**src/rtl/cursor_ctrl.sv**
```systemverilog
// rtl/cursor_ctrl.sv - setup-mode cursor controller: button sync, wrapping cursor, auto-repeat, toggle pulse, blink
module cursor_ctrl #(
  parameter int ROWS       = 16,
  parameter int COLS       = 16,
  parameter int REPEAT_DLY = 25000000,
  parameter int REPEAT_PER = 5000000,
  parameter int BLINK_PER  = 12500000
) (
  input  logic                     clk,
  input  logic                     reset,
  input  logic                     setup,
  input  logic                     btn_up,
  input  logic                     btn_down,
  input  logic                     btn_left,
  input  logic                     btn_right,
  input  logic                     btn_toggle,
  output logic [ROWS-1:0]          row_sel,
  output logic [COLS-1:0]          col_sel,
  output logic [$clog2(ROWS)-1:0]  cur_row,
  output logic [$clog2(COLS)-1:0]  cur_col,
  output logic                     toggle,
  output logic                     blink_on
);

  localparam int RW   = $clog2(ROWS);
  localparam int CLW  = $clog2(COLS);
  localparam int RMAX = (REPEAT_DLY > REPEAT_PER) ? REPEAT_DLY : REPEAT_PER;
  localparam int CW   = (RMAX > 2) ? $clog2(RMAX) : 1;
  localparam int BW   = (BLINK_PER > 2) ? $clog2(BLINK_PER) : 1;

  localparam logic [RW-1:0]  ROW_LAST   = RW'(ROWS - 1);
  localparam logic [CLW-1:0] COL_LAST   = CLW'(COLS - 1);
  localparam logic [CW-1:0]  DLY_LOAD   = CW'(REPEAT_DLY - 1);
  localparam logic [CW-1:0]  PER_LOAD   = CW'(REPEAT_PER - 1);
  localparam logic [BW-1:0]  BLINK_LAST = BW'(BLINK_PER - 1);

  typedef enum logic [1:0] {IDLE, DELAY, REPEAT} rep_state_t;

  // Bit order for every button vector: 0 up, 1 down, 2 left, 3 right, 4 toggle.
  logic [4:0] btn_raw, sync1, sync2, prev, rise;
  logic [3:0] edge_mv, mv, dir;
  logic       rep_fire, tog_req, restart;
  logic [RW-1:0]  row_nx;
  logic [CLW-1:0] col_nx;
  logic [CW-1:0]  cnt;
  logic [BW-1:0]  bcnt;
  rep_state_t     state;

  assign btn_raw = {btn_toggle, btn_right, btn_left, btn_down, btn_up};
  assign rise    = sync2 & ~prev;

  // Flops preset to 1 so a button held through reset needs a fresh press.
  always_ff @(posedge clk or negedge reset) begin
    if (!reset) begin
      sync1 <= '1;
      sync2 <= '1;
      prev  <= '1;
    end else begin
      sync1 <= btn_raw;
      sync2 <= sync1;
      prev  <= sync2;
    end
  end

  always_comb begin
    edge_mv = '0;
    if (setup && !rise[4]) begin
      edge_mv[0] = rise[0] & ~rise[1];
      edge_mv[1] = rise[1] & ~rise[0];
      edge_mv[2] = rise[2] & ~rise[3];
      edge_mv[3] = rise[3] & ~rise[2];
    end
    rep_fire = setup && !rise[4] && (edge_mv == 4'b0) && (state != IDLE) &&
               (sync2 == {1'b0, dir}) && (cnt == '0);
    mv       = (edge_mv != 4'b0) ? edge_mv : (rep_fire ? dir : 4'b0);
    tog_req  = setup & rise[4];
    restart  = tog_req | (mv != 4'b0);

    row_nx = cur_row;
    if (mv[0])      row_nx = (cur_row == '0) ? ROW_LAST : cur_row - RW'(1);
    else if (mv[1]) row_nx = (cur_row == ROW_LAST) ? '0 : cur_row + RW'(1);

    col_nx = cur_col;
    if (mv[2])      col_nx = (cur_col == '0) ? COL_LAST : cur_col - CLW'(1);
    else if (mv[3]) col_nx = (cur_col == COL_LAST) ? '0 : cur_col + CLW'(1);
  end

  always_ff @(posedge clk or negedge reset) begin
    if (!reset) begin
      cur_row <= '0;
      cur_col <= '0;
      row_sel <= '0;
      col_sel <= '0;
      toggle  <= 1'b0;
    end else begin
      cur_row <= row_nx;
      cur_col <= col_nx;
      row_sel <= setup ? (ROWS'(1) << row_nx) : '0;
      col_sel <= setup ? (COLS'(1) << col_nx) : '0;
      toggle  <= tog_req;
    end
  end

  // Auto-repeat only arms when the moved direction is the sole button held.
  always_ff @(posedge clk or negedge reset) begin
    if (!reset) begin
      state <= IDLE;
      cnt   <= '0;
      dir   <= '0;
    end else if (!setup) begin
      state <= IDLE;
      cnt   <= '0;
    end else if (edge_mv != 4'b0) begin
      if ($onehot(edge_mv) && (sync2 == {1'b0, edge_mv})) begin
        state <= DELAY;
        dir   <= edge_mv;
        cnt   <= DLY_LOAD;
      end else begin
        state <= IDLE;
      end
    end else begin
      case (state)
        DELAY, REPEAT: begin
          if (sync2 != {1'b0, dir}) begin
            state <= IDLE;
          end else if (cnt == '0) begin
            state <= REPEAT;
            cnt   <= PER_LOAD;
          end else begin
            cnt <= cnt - CW'(1);
          end
        end
        default: state <= IDLE;
      endcase
    end
  end

  always_ff @(posedge clk or negedge reset) begin
    if (!reset) begin
      bcnt     <= '0;
      blink_on <= 1'b1;
    end else if (!setup || restart) begin
      bcnt     <= '0;
      blink_on <= 1'b1;
    end else if (bcnt == BLINK_LAST) begin
      bcnt     <= '0;
      blink_on <= ~blink_on;
    end else begin
      bcnt <= bcnt + BW'(1);
    end
  end

endmodule

```
**config.mk**
```make
export PLATFORM = sky130hd
export DESIGN_NAME = cursor_ctrl
export DESIGN_NICKNAME = d
export VERILOG_FILES = /design/src/rtl/cursor_ctrl.sv
export SDC_FILE = /design/constraint.sdc
export NUM_CORES = 1
export LEC_CHECK = 0
export CORE_UTILIZATION = 45
export CTS_CLUSTER_DIAMETER = 100
export DETAILED_ROUTE_END_ITERATION = 8
export SLEW_MARGIN = 0
export SYNTH_ARGS = -nofsm -noshare
export SYNTH_HDL_FRONTEND = slang
export SYNTH_SLANG_ARGS = --single-unit
```
**constraint.sdc**
```tcl
create_clock -name clk -period 7.3 [get_ports clk]
set_clock_uncertainty 0.2 [all_clocks]
set_input_delay 0.73 -clock clk [delete_from_list [all_inputs] [get_ports clk]]
set_output_delay 0.73 -clock clk [all_outputs]
set_load 0.005 [all_outputs]
```
Word level (Yosys, flattened, before mapping)
Index checks and enable logic that the tools add are counted.
{"block": "totals", "register_bits": 112, "in_bits": 8, "output_inout_bits": 42, "word_cells": 99}
{"block": "classes", "n_addsub": 9, "eq_ne": 13, "n_shift": 2, "muxes": 29, "bitwise": 13, "reduce_logical": 20}
{"op": "$mux 25", "count": 6}
{"op": "$mux 24", "count": 2}
{"op": "$mux 4", "count": 11}
{"op": "$mux 16", "count": 2}
{"op": "$shl 1x4->16 const A", "count": 2}
{"op": "$logic_not 25->1", "count": 1}
{"op": "$sub 25x1->25 const B", "count": 1}
{"op": "$add 24x1->24 const B", "count": 1}
{"op": "$eq 24x24->1 const B", "count": 1}
{"op": "$logic_not 4->1", "count": 3}
{"op": "$eq 5x4->1", "count": 2}
{"op": "$mux 2", "count": 5}
{"op": "$add 4x1->4 const B", "count": 2}
{"op": "$eq 4x4->1 const B", "count": 2}
{"op": "$reduce_bool 4->1", "count": 2}
{"op": "$sub 4x1->4 const B", "count": 2}
{"op": "$logic_and 1x1->1", "count": 6}
{"op": "$reduce_and 3->1", "count": 2}
{"op": "$and 1x1->1", "count": 5}
{"op": "$and 5x5->5", "count": 1}
{"op": "$ne 5x4->1", "count": 1}
{"op": "$ne 5x5->1 const B", "count": 1}
{"op": "$not 1->1", "count": 5}
{"op": "$not 5->5", "count": 1}
{"op": "14 further kinds", "count": 19}

Logic depth before layout (Yosys ltp)
Gate-level depths: netlist of the first run.
{"block": "depth", "word_depth": 16, "ltp_mapped": 14, "depth_no_buf": 12}

Worst setup path after synthesis of the first run
Ideal clock, no wire load.
{"block": "synth_timing", "path_type": "input to register", "start": "input port setup", "end": "register cnt[22]", "setup_ns": 0.099, "arrival_time_ns": 3.877, "required_ns": 7.001, "setup_slack_ns": 3.123, "cell_stages": 13, "path_buffers": 2, "path_cell_list": "inv_2 -> or4_2 -> fa_1 -> inv_1 -> ha_1 -> ha_1 -> nor4b_1 -> and4_1 -> clkbuf_1 -> o22a_1 -> clkbuf_1 -> a21oi_1 -> a311oi_1"}
{"block": "synth_between", "elab_chain_len": 8, "elab_cells_between_ends": 15, "classes_between": "add/sub: 3; eq/ne: 5; mux: 3; reduce/logical: 4"}
{"element": "from (decl)", "line_no": "11", "source": "input logic setup,"}
{"element": "$logic_and 1x1->1", "line_no": "67", "source": "if (setup && !rise[4]) begin"}
{"element": "$mux 4", "line_no": "67"}
{"element": "$add 1x1->2 (not written as such)", "line_no": "114", "source": "if ($onehot(edge_mv) && (sync2 == {1'b0, edge_mv})) begin"}
{"element": "$add 2x2->3 (not written as such)", "line_no": "114"}
{"element": "$eq 3x1->1", "line_no": "114"}
{"element": "$logic_and 1x1->1", "line_no": "114"}
{"element": "$ne 3x2->1 (no source line)"}
{"element": "$reduce_and 3->1 (no source line)"}
{"element": "to (signal assigned)", "line_no": "130", "source": "cnt <= cnt - CW'(1);"}
{"element": "to (decl)", "line_no": "45", "source": "logic [CW-1:0] cnt;"}
Parallel ways exist; a longest one is shown, timed or not.
A chain may end at the register's enable or synchronous reset.

Worst setup path after layout of the first run
{"block": "layout_timing", "start": "input port setup", "end": "register cnt[2]"}
The elaborated chain is that of the path after synthesis.

==> metrics.cfg, run 1 <==
[run_status]
status=complete, no violations

[synthesis]
syn_area_per_cell_um2=9.853
yosys_warnings=0
post_synth_num_cell_types=78
synth-edff-count=0
synth_top_flop_cell=dfrtp_1
syn_area_um2=5734
post-synth-top-area-cell=dfrtp_1
synth_top_cell_area_share=0.4189
synth_async_sr_flop_share=1.000
synth_nets=604
synthTopCellsByArea=dfrtp_1 (42%), dfstp_2 (7.3%), nor2_1 (4.3%), nor4_1 (4.0%), a21oi_1 (3.2%)
ys_ff_latch=112
ys_seq_area_frac=0.4923
syn-instance-count=582

[grt]
grt_max_degree=63
grt_pass1_wl_mm=21.49
antenna_found_initial=0
track_usage=0.2080
first_global_vias=4417
overflow=0

[timing]
period_share=0.7614
hold_viol=0
grt_setup_unrepaired=false
min_period_ns=5.558
fmax_mhz=179.9
slew_headroom=0.3730
tns_ns=0
tightest_slew_ns=0.9377
setup_viol=0
slew_violations=0

[floorplan]
die_area_um2=13200
start_util=0.4696
die_h_um=114.9
num_io_pins=50
placementRows=40
die_w_um=114.9
core_area_um2=12210

[clocking]
h-tree-depth=3
numCtsBuffers=9
clkLatencyLatePin_ns=0.35
cts_setup_buffers=0
cts.clk_slew.worst_paths_ns=0.07
root_buffer=clkbuf_16
clockBufferDepth=2
cts_hold_buf=0
numClockSinks=112
cts_tree=built
cts_resized=0

[flow_run]
drv_cap=0

[min_path]
hold_depth=0
hold_start=sync1[4]
worstHoldPathType=flop to flop

[routing]
wl_per_cell_um=16.04
drt-initial-drc-count=261
antenna_left=0
vias=4525
viasPerCell=5.706
drc=0
finalWirelength_mm=12.72
firstDrtPassIters=4

[finish]
final_area_um2=6665
finish.utilization=0.5458
stdcell_count=793
drive_above_1_share=0.1136
finalNetCount=642
diodes=0
syn_to_final_growth_pct=16.23

[setup_path]
cp.depth=13
max_stage_delay_ns=1.00
r2r_start=sync2[3]
critPathArrivalTime_ns=5.60
worstSetupStartpointType=input pin
required_ns=7.34
path_delay_family=buffers and inverters
crit_buf_inv=4
worstPathMaxFanout=28
critPathLaunch=setup
reg2reg_depth=12
path_cells=clkdlybuf4s50_1, inv_2, nor4b_1, inv_1, fa_1, inv_1, ha_1, ha_1, nor4b_1, and4_1, o22a_1, a21oi_1, a311oi_1
crit_type=input pin to flop
worst_path_max_delay_cell=clkdlybuf4s50_1
end_kind=flop

[placement]
gp_congestion=0.8555
port_buffers=49
dp.cells=777
dp_hpwl_mm=8.847
post_dp_cell_area_um2=6344

[power]
peakVddDrop_mv=0.1987
p_per_area_nw_per_um2=260.7
p_leak_nw=2.768

-- cell type report --
type	instances	area (um^2)
clock buffer	10	229.0
clock inverter	6	92.59
fill	1100	5547
inverter	27	103.9
multi-input combinational	417	2689
sequential	112	2823
tap	168	210.2
timing repair buffer	53	518.0
-- through the flow --
stage	setup WS [ns]	total power, W	hold slack [ns]
3_3_place_gp	1.562	0.001213	0.1454
3_5_place_dp	1.380	0.001220	0.1475
2_1_floorplan	3.123	0.001034	0.1452
5_1_grt	1.370	0.001836	0.1593
6_report	1.742	0.001738	0.1559
4_1_cts	1.756	0.001754	0.1577
-- path summary, 6_finish.rpt --
check / end / slack, ns
max in group asynchronous: col_sel[4] / 5.52
min in group asynchronous: cnt[14] / 0.26
worst min register to register: sync2[4] / 0.16
worst max-delay path: cnt[2] / 1.74
worst min-delay path: sync2[4] / 0.16
worst max register to register: cnt[2] / 2.92
-- layer usage --
| layer | global-route usage | part of all wire | wire length [um] |
|---|---|---|---|
| met2 | 0.3482 | 0.48 | 6117 |
| met1 | 0.2645 | 0.46 | 5846 |
| met5 | 0 | 0 | 0 |
| met4 | 0.05455 | 0.013 | 164 |
| met3 | 0.05957 | 0.046 | 588 |
-- placed cells by master, fill, tap and decap left out, types with 4 or more instances in the layout --
cell and n:
buf_4 5, clkbuf_16 9, nor3_1 17, nor4_1 37
nand2b_1 5, nor2_1 66, a31oi_1 8, and3_1 5
a311oi_1 7, xor2_1 16, nor2b_1 5, nand2_1 37
clkdlybuf4s50_1 48, nand4b_1 6, nand4_1 15, inv_1 20
a31o_2 4, xnor2_1 10, o21ai_0 28, inv_2 5
dfstp_2 16, nand3_1 15, nor4b_1 4, or3_1 6
o22ai_1 5, ha_1 13, dfrtp_1 96, a21oi_1 37
-- worst reg2reg max path, stage by stage (launching register included) --
cell	delay (ns)
dfstp_2	0.57
and2b_1	0.23
nor4b_1	0.60
inv_1	0.18
fa_1	0.53
inv_1	0.04
ha_1	0.17
ha_1	0.27
nor4b_1	0.27
and4_1	0.35
o22a_1	0.44
a21oi_1	0.13
a311oi_1	0.30
-- Yosys cell counts (5+ instances only) --
cell type	count
dfrtp_1	96
nor2_1	66
a21oi_1	37
nand2_1	37
nor4_1	37
o21ai_0	28
inv_1	20
clkbuf_1	18
nor3_1	17
dfstp_2	16
xor2_1	16
nand3_1	15
nand4_1	15
ha_1	13
xnor2_1	10
a31oi_1	8
a311oi_1	7
nand4b_1	6
or3_1	6
and3_1	5
inv_2	5
nand2b_1	5
nor2b_1	5
o22ai_1	5
-- power by group --
part | total [W] | switching, W | internal [W]
logic | 0.000477 | 0.000284 | 0.000194
registers | 0.000733 | 0.0000557 | 0.000677
clock network | 0.000528 | 0.000224 | 0.000304
-- registers in the layout, summed over array words and instances (netlist names) --
name	cells
toggle	1
bcnt	24
cur_row	4
col_sel	16
cnt	25
state	2
sync1	5
sync2	5
blink_on	1
prev	5
cur_col	4
dir	4
row_sel	16
-- kinds of logic after synthesis --
| family | after synthesis | synth area share |
|---|---|---|
| compound gates | 127 | 0.1488 |
| xor+xnor | 26 | 0.03971 |
| fa+ha+maj | 14 | 0.03186 |
| buf+inv | 53 | 0.04124 |
| flops | 112 | 0.4923 |
| mux | 1 | 0.001746 |
| simple gates | 249 | 0.2444 |
(Power assumes the default switching activity.)
==> run 2, diff against run 1 <==
--- a/config.mk
+++ b/config.mk
@@ -8,6 +8,7 @@
 export CORE_UTILIZATION = 45
 export CTS_CLUSTER_DIAMETER = 100
 export DETAILED_ROUTE_END_ITERATION = 8
+export PLACE_DENSITY = 0.67
 export SLEW_MARGIN = 0
 export SYNTH_ARGS = -nofsm -noshare
 export SYNTH_HDL_FRONTEND = slang
==> constraint.sdc (replaced) <==
create_clock -name clk -period 4.7 [get_ports clk]
set_clock_uncertainty 0.2 [all_clocks]
set_input_delay 0.47 -clock clk [delete_from_list [all_inputs] [get_ports clk]]
set_output_delay 0.47 -clock clk [all_outputs]
set_load 0.005 [all_outputs]
==> metrics.cfg, run 2 (synthesis gave the netlist of run 1 again) <==
[run_status]
status=complete, no violations

[setup_path]
end_kind=flop
required_ns=4.75
worstPathMaxFanout=11
crit_type=input pin to flop
worstSetupStartpointType=input pin
max_stage_delay_ns=0.73
worst_path_max_delay_cell=or4_2
path_cells=clkdlybuf4s50_1, inv_2, or4_2, fa_1, inv_1, ha_1, ha_1, nor4b_1, and4_1, buf_4, o22a_1, a21oi_1, a311oi_1
crit_top_cell=ha_1
critPathArrivalTime_ns=4.28

[routing]
drc=0
finalWirelength_mm=12.80
wl_per_cell_um=16.02
antenna_left=0
vias=4657
firstDrtPassIters=5
viasPerCell=5.829
drt-initial-drc-count=279

[clocking]
cts.clk_slew.worst_paths_ns=0.07
h-tree-depth=3
numClockSinks=112
cts_tree=built
root_buffer=clkbuf_16
cts_hold_buf=0
cts_resized=0
clkLatencyLatePin_ns=0.35
numCtsBuffers=9
cts_setup_buffers=0
clockBufferDepth=2

[grt]
antenna_found_initial=0
track_usage=0.2100
overflow=0
grt_max_degree=70
grt_pass1_wl_mm=21.70
first_global_vias=4581

[power]
p_per_area_nw_per_um2=394.8
p_leak_nw=2.789
p_total_w=0.002638
peakVddDrop_mv=0.2804

[timing]
grt_setup_unrepaired=false
hold_slack_ns=0.007867
slew_headroom=0.4004
fmax_mhz=236.5
slew_violations=0
period_share=0.8996
hold_viol=0
setup_viol=0
tightest_slew_ns=0.8994
min_period_ns=4.228
tns_ns=0

[finish]
final_cell_mix=dfrtp_1 (96), nor2_1 (66), clkdlybuf4s50_1 (48)
syn_to_final_growth_pct=16.54
stdcell_count=799
final_common_cell=dfrtp_1
largest_register_ffs=25
largest-register=cnt
drive_above_1_share=0.1236
top_regs=cnt: 25 flops, bcnt: 24 flops
diodes=0
finalNetCount=648

[floorplan]
die_area_um2=13200
die_w_um=114.9
num_io_pins=50
core_area_um2=12210
start_util=0.4696
placementRows=40
die_h_um=114.9

[placement]
gp_congestion=0.8995
port_buffers=49
dp_hpwl_mm=8.947
dp.cells=783

[flow_run]
drv_cap=0

[min_path]
worstHoldPathType=input pin to async pin

## run 2: worst max-delay path, delay by kind of cell
kind	cells	cell delay, ns
buffers and inverters	4	0.73
AOI/OAI and AO/OA	3	0.76
and+or+nand+nor	3	1.31
adders and majority gates	3	1.00
## run 2: worst paths after layout
path / start / endpoint / slack (ns) / cells after the start
max: setup / cnt[4] / 0.47 / 13
min: reset / cnt[1] / 0.008 / 1
max reg2reg: prev[4] / cnt[4] / 0.50 / 12
min reg2reg: sync1[4] / sync2[4] / 0.15 / 0
max in group asynchronous: reset / blink_on / 3.16 / 2
min in group clk: sync1[4] / sync2[4] / 0.15 / 0
## run 2: final cells by class
cell class | count | area (um^2)
Clock buffer | 12 | 267.8
Clock inverter | 4 | 35.03
Fill cell | 1085 | 5529
Inverter | 27 | 103.9
Multi-Input combinational cell | 417 | 2680
Sequential cell | 112 | 2823
Tap cell | 168 | 210.2
Timing Repair Buffer | 59 | 563.0
## run 2: where the power goes
| part | switching, W | internal (W) |
|---|---|---|
| logic | 0.000443 | 0.000303 |
| clock network | 0.000346 | 0.000413 |
| registers | 0.0000822 | 0.00105 |
## run 2: per-layer routing
| layer | vias up | GRT usage | share of wire |
|---|---|---|---|
| li1 | 2233 | - | - |
| met1 | 2297 | 0.2611 | 0.44 |
| met2 | 112 | 0.3635 | 0.51 |
| met3 | 15 | 0.05324 | 0.045 |
| met4 | 0 | 0.05714 | 0.011 |
| met5 | - | 0 | 0 |
## run 2: metrics by stage
stage | utilization | instance area [um^2] | setup WS [ns]
floorplan | - | 5734 | 0.7468
global placement | 0.5224 | 6380 | 0.2005
detailed placement | 0.5224 | 6380 | 0.1377
CTS | 0.5472 | 6683 | 0.5066
global route | 0.5472 | 6683 | 0.1201
finish | 0.5472 | 6683 | 0.4721
==> run 3, diff against run 2 <==
--- a/config.mk
+++ b/config.mk
@@ -5,10 +5,12 @@
 export SDC_FILE = /design/constraint.sdc
 export NUM_CORES = 1
 export LEC_CHECK = 0
-export CORE_UTILIZATION = 45
+export CELL_PAD_IN_SITES_DETAIL_PLACEMENT = 1
+export CELL_PAD_IN_SITES_GLOBAL_PLACEMENT = 1
+export CORE_UTILIZATION = 35
 export CTS_CLUSTER_DIAMETER = 100
 export DETAILED_ROUTE_END_ITERATION = 8
-export PLACE_DENSITY = 0.67
+export PLACE_DENSITY = 0.7
 export SLEW_MARGIN = 0
 export SYNTH_ARGS = -nofsm -noshare
 export SYNTH_HDL_FRONTEND = slang
==> metrics.cfg, run 3 (synthesis gave the netlist of run 1 again) <==
[run_status]
status=complete, no violations

[setup_path]
critPathArrivalTime_ns=4.35
crit_type=input pin to flop
worstPathMaxFanout=11
timing.rr.end=cnt[4]
crit_end=cnt[4]
end_kind=flop
r2r_start=sync2[3]
reg2reg_slack_ns=0.45
critPathLaunch=setup
required_ns=4.76
reg2reg_depth=12
worstSetupStartpointType=input pin

[placement]
gp_congestion=0.8284
port_buffers=49
dp.cells=830
dp_hpwl_mm=10.70

[floorplan]
start_util=0.3597
core_area_um2=15940
num_io_pins=50
die_w_um=130
die_h_um=130
die_area_um2=16900
placementRows=46

[finish]
finalNetCount=647
final_cell_mix=dfrtp_1 (96), nor2_1 (66), clkdlybuf4s50_1 (48)
finish.utilization=0.4232
stdcell_count=846
drive_above_1_share=0.1238
diodes=0
syn_to_final_growth_pct=17.67
largest-register=cnt
final_common_cell=dfrtp_1
top_regs=cnt: 25 flops, bcnt: 24 flops
largest_register_ffs=25

[grt]
overflow=0
track_usage=0.1986
grt_pass1_wl_mm=26.02
antenna_found_initial=0
first_global_vias=5117
grt_max_degree=74

[routing]
vias=4762
drt-initial-drc-count=260
firstDrtPassIters=4
viasPerCell=5.629
wl_per_cell_um=18.27
drc=0
antenna_left=0
finalWirelength_mm=15.45

[flow_run]
drv_cap=0

[clocking]
h-tree-depth=3
numCtsBuffers=9
cts_tree=built
cts_hold_buf=0
cts.clk_slew.worst_paths_ns=0.08
cts_setup_buffers=0
root_buffer=clkbuf_16
clockBufferDepth=2
clkLatencyLatePin_ns=0.36
cts_resized=0
numClockSinks=112

[timing]
hold_viol=0
setup_viol=0
grt_setup_unrepaired=false
slew_violations=0
fmax_mhz=232.9
period_share=0.9135
slew_headroom=0.3544
min_period_ns=4.294
tightest_slew_ns=0.9684

[power]
p_per_area_nw_per_um2=407.4
peakVddDrop_mv=0.2437
p_leak_nw=2.783

[min_path]
worstHoldPathType=input pin to async pin

-- run 3: worst min-delay path by stage --
stage,cells after the start,slack [ns],endpoint,start
finish,1,0.03,bcnt[13],reset
global route,1,0.15,bcnt[11],reset
CTS,1,0.10,bcnt[12],reset
detailed placement,0,0.15,sync2[4],sync1[4]
global placement,0,0.15,sync2[0],sync1[0]
floorplan,0,-0.03,bcnt[0],reset
-- run 3: stage by stage --
step | hold slack, ns | instance area [um^2] | setup TNS, ns | total power [W] | worst slack (ns)
final | 0.03469 | 6748 | 0 | 0.002749 | 0.4064
after global routing | 0.1528 | 6748 | 0 | 0.002891 | 0.1416
after CTS | 0.1046 | 6748 | 0 | 0.002770 | 0.3848
after detailed placement | 0.1484 | 6432 | -0.005562 | 0.001932 | -0.005562
after global placement | 0.1463 | 6432 | 0 | 0.001894 | 0.1438
after floorplan | -0.02559 | 5734 | 0 | 0.001606 | 0.7468
-- run 3: area by class of cell --
type | instances | area (um^2)
well taps | 216 | 270.3
repair buffers | 58 | 555.5
clock buffers | 10 | 239.0
inverters | 27 | 103.9
clock inverters | 6 | 76.32
fillers | 1773 | 9195
flip-flops and latches | 112 | 2823
multi-input cells | 417 | 2680
-- run 3: power breakdown --
part | switching [W] | total [W] | internal (W)
Clock | 0.000384 | 0.000821 | 0.000437
Combinational | 0.000478 | 0.000783 | 0.000305
Sequential | 0.0000931 | 0.00114 | 0.00105
-- run 3: worst max-delay path: stages --
cell             delay, ns
clkdlybuf4s50_1       0.52
inv_2                 0.06
or4_2                 0.74
fa_1                  0.57
inv_1                 0.05
ha_1                  0.18
ha_1                  0.27
nor4b_1               0.26
and4_1                0.33
o22a_1                0.48
a21oi_1               0.15
a311oi_1              0.28
-- run 3: per-layer routing --
metal  track usage  share of wire  up-vias
li1              -              -     2223
met1        0.2447           0.45     2470
met2        0.3489           0.51       55
met3       0.03608          0.028       14
met4       0.06977          0.013        0
met5             0              0        -
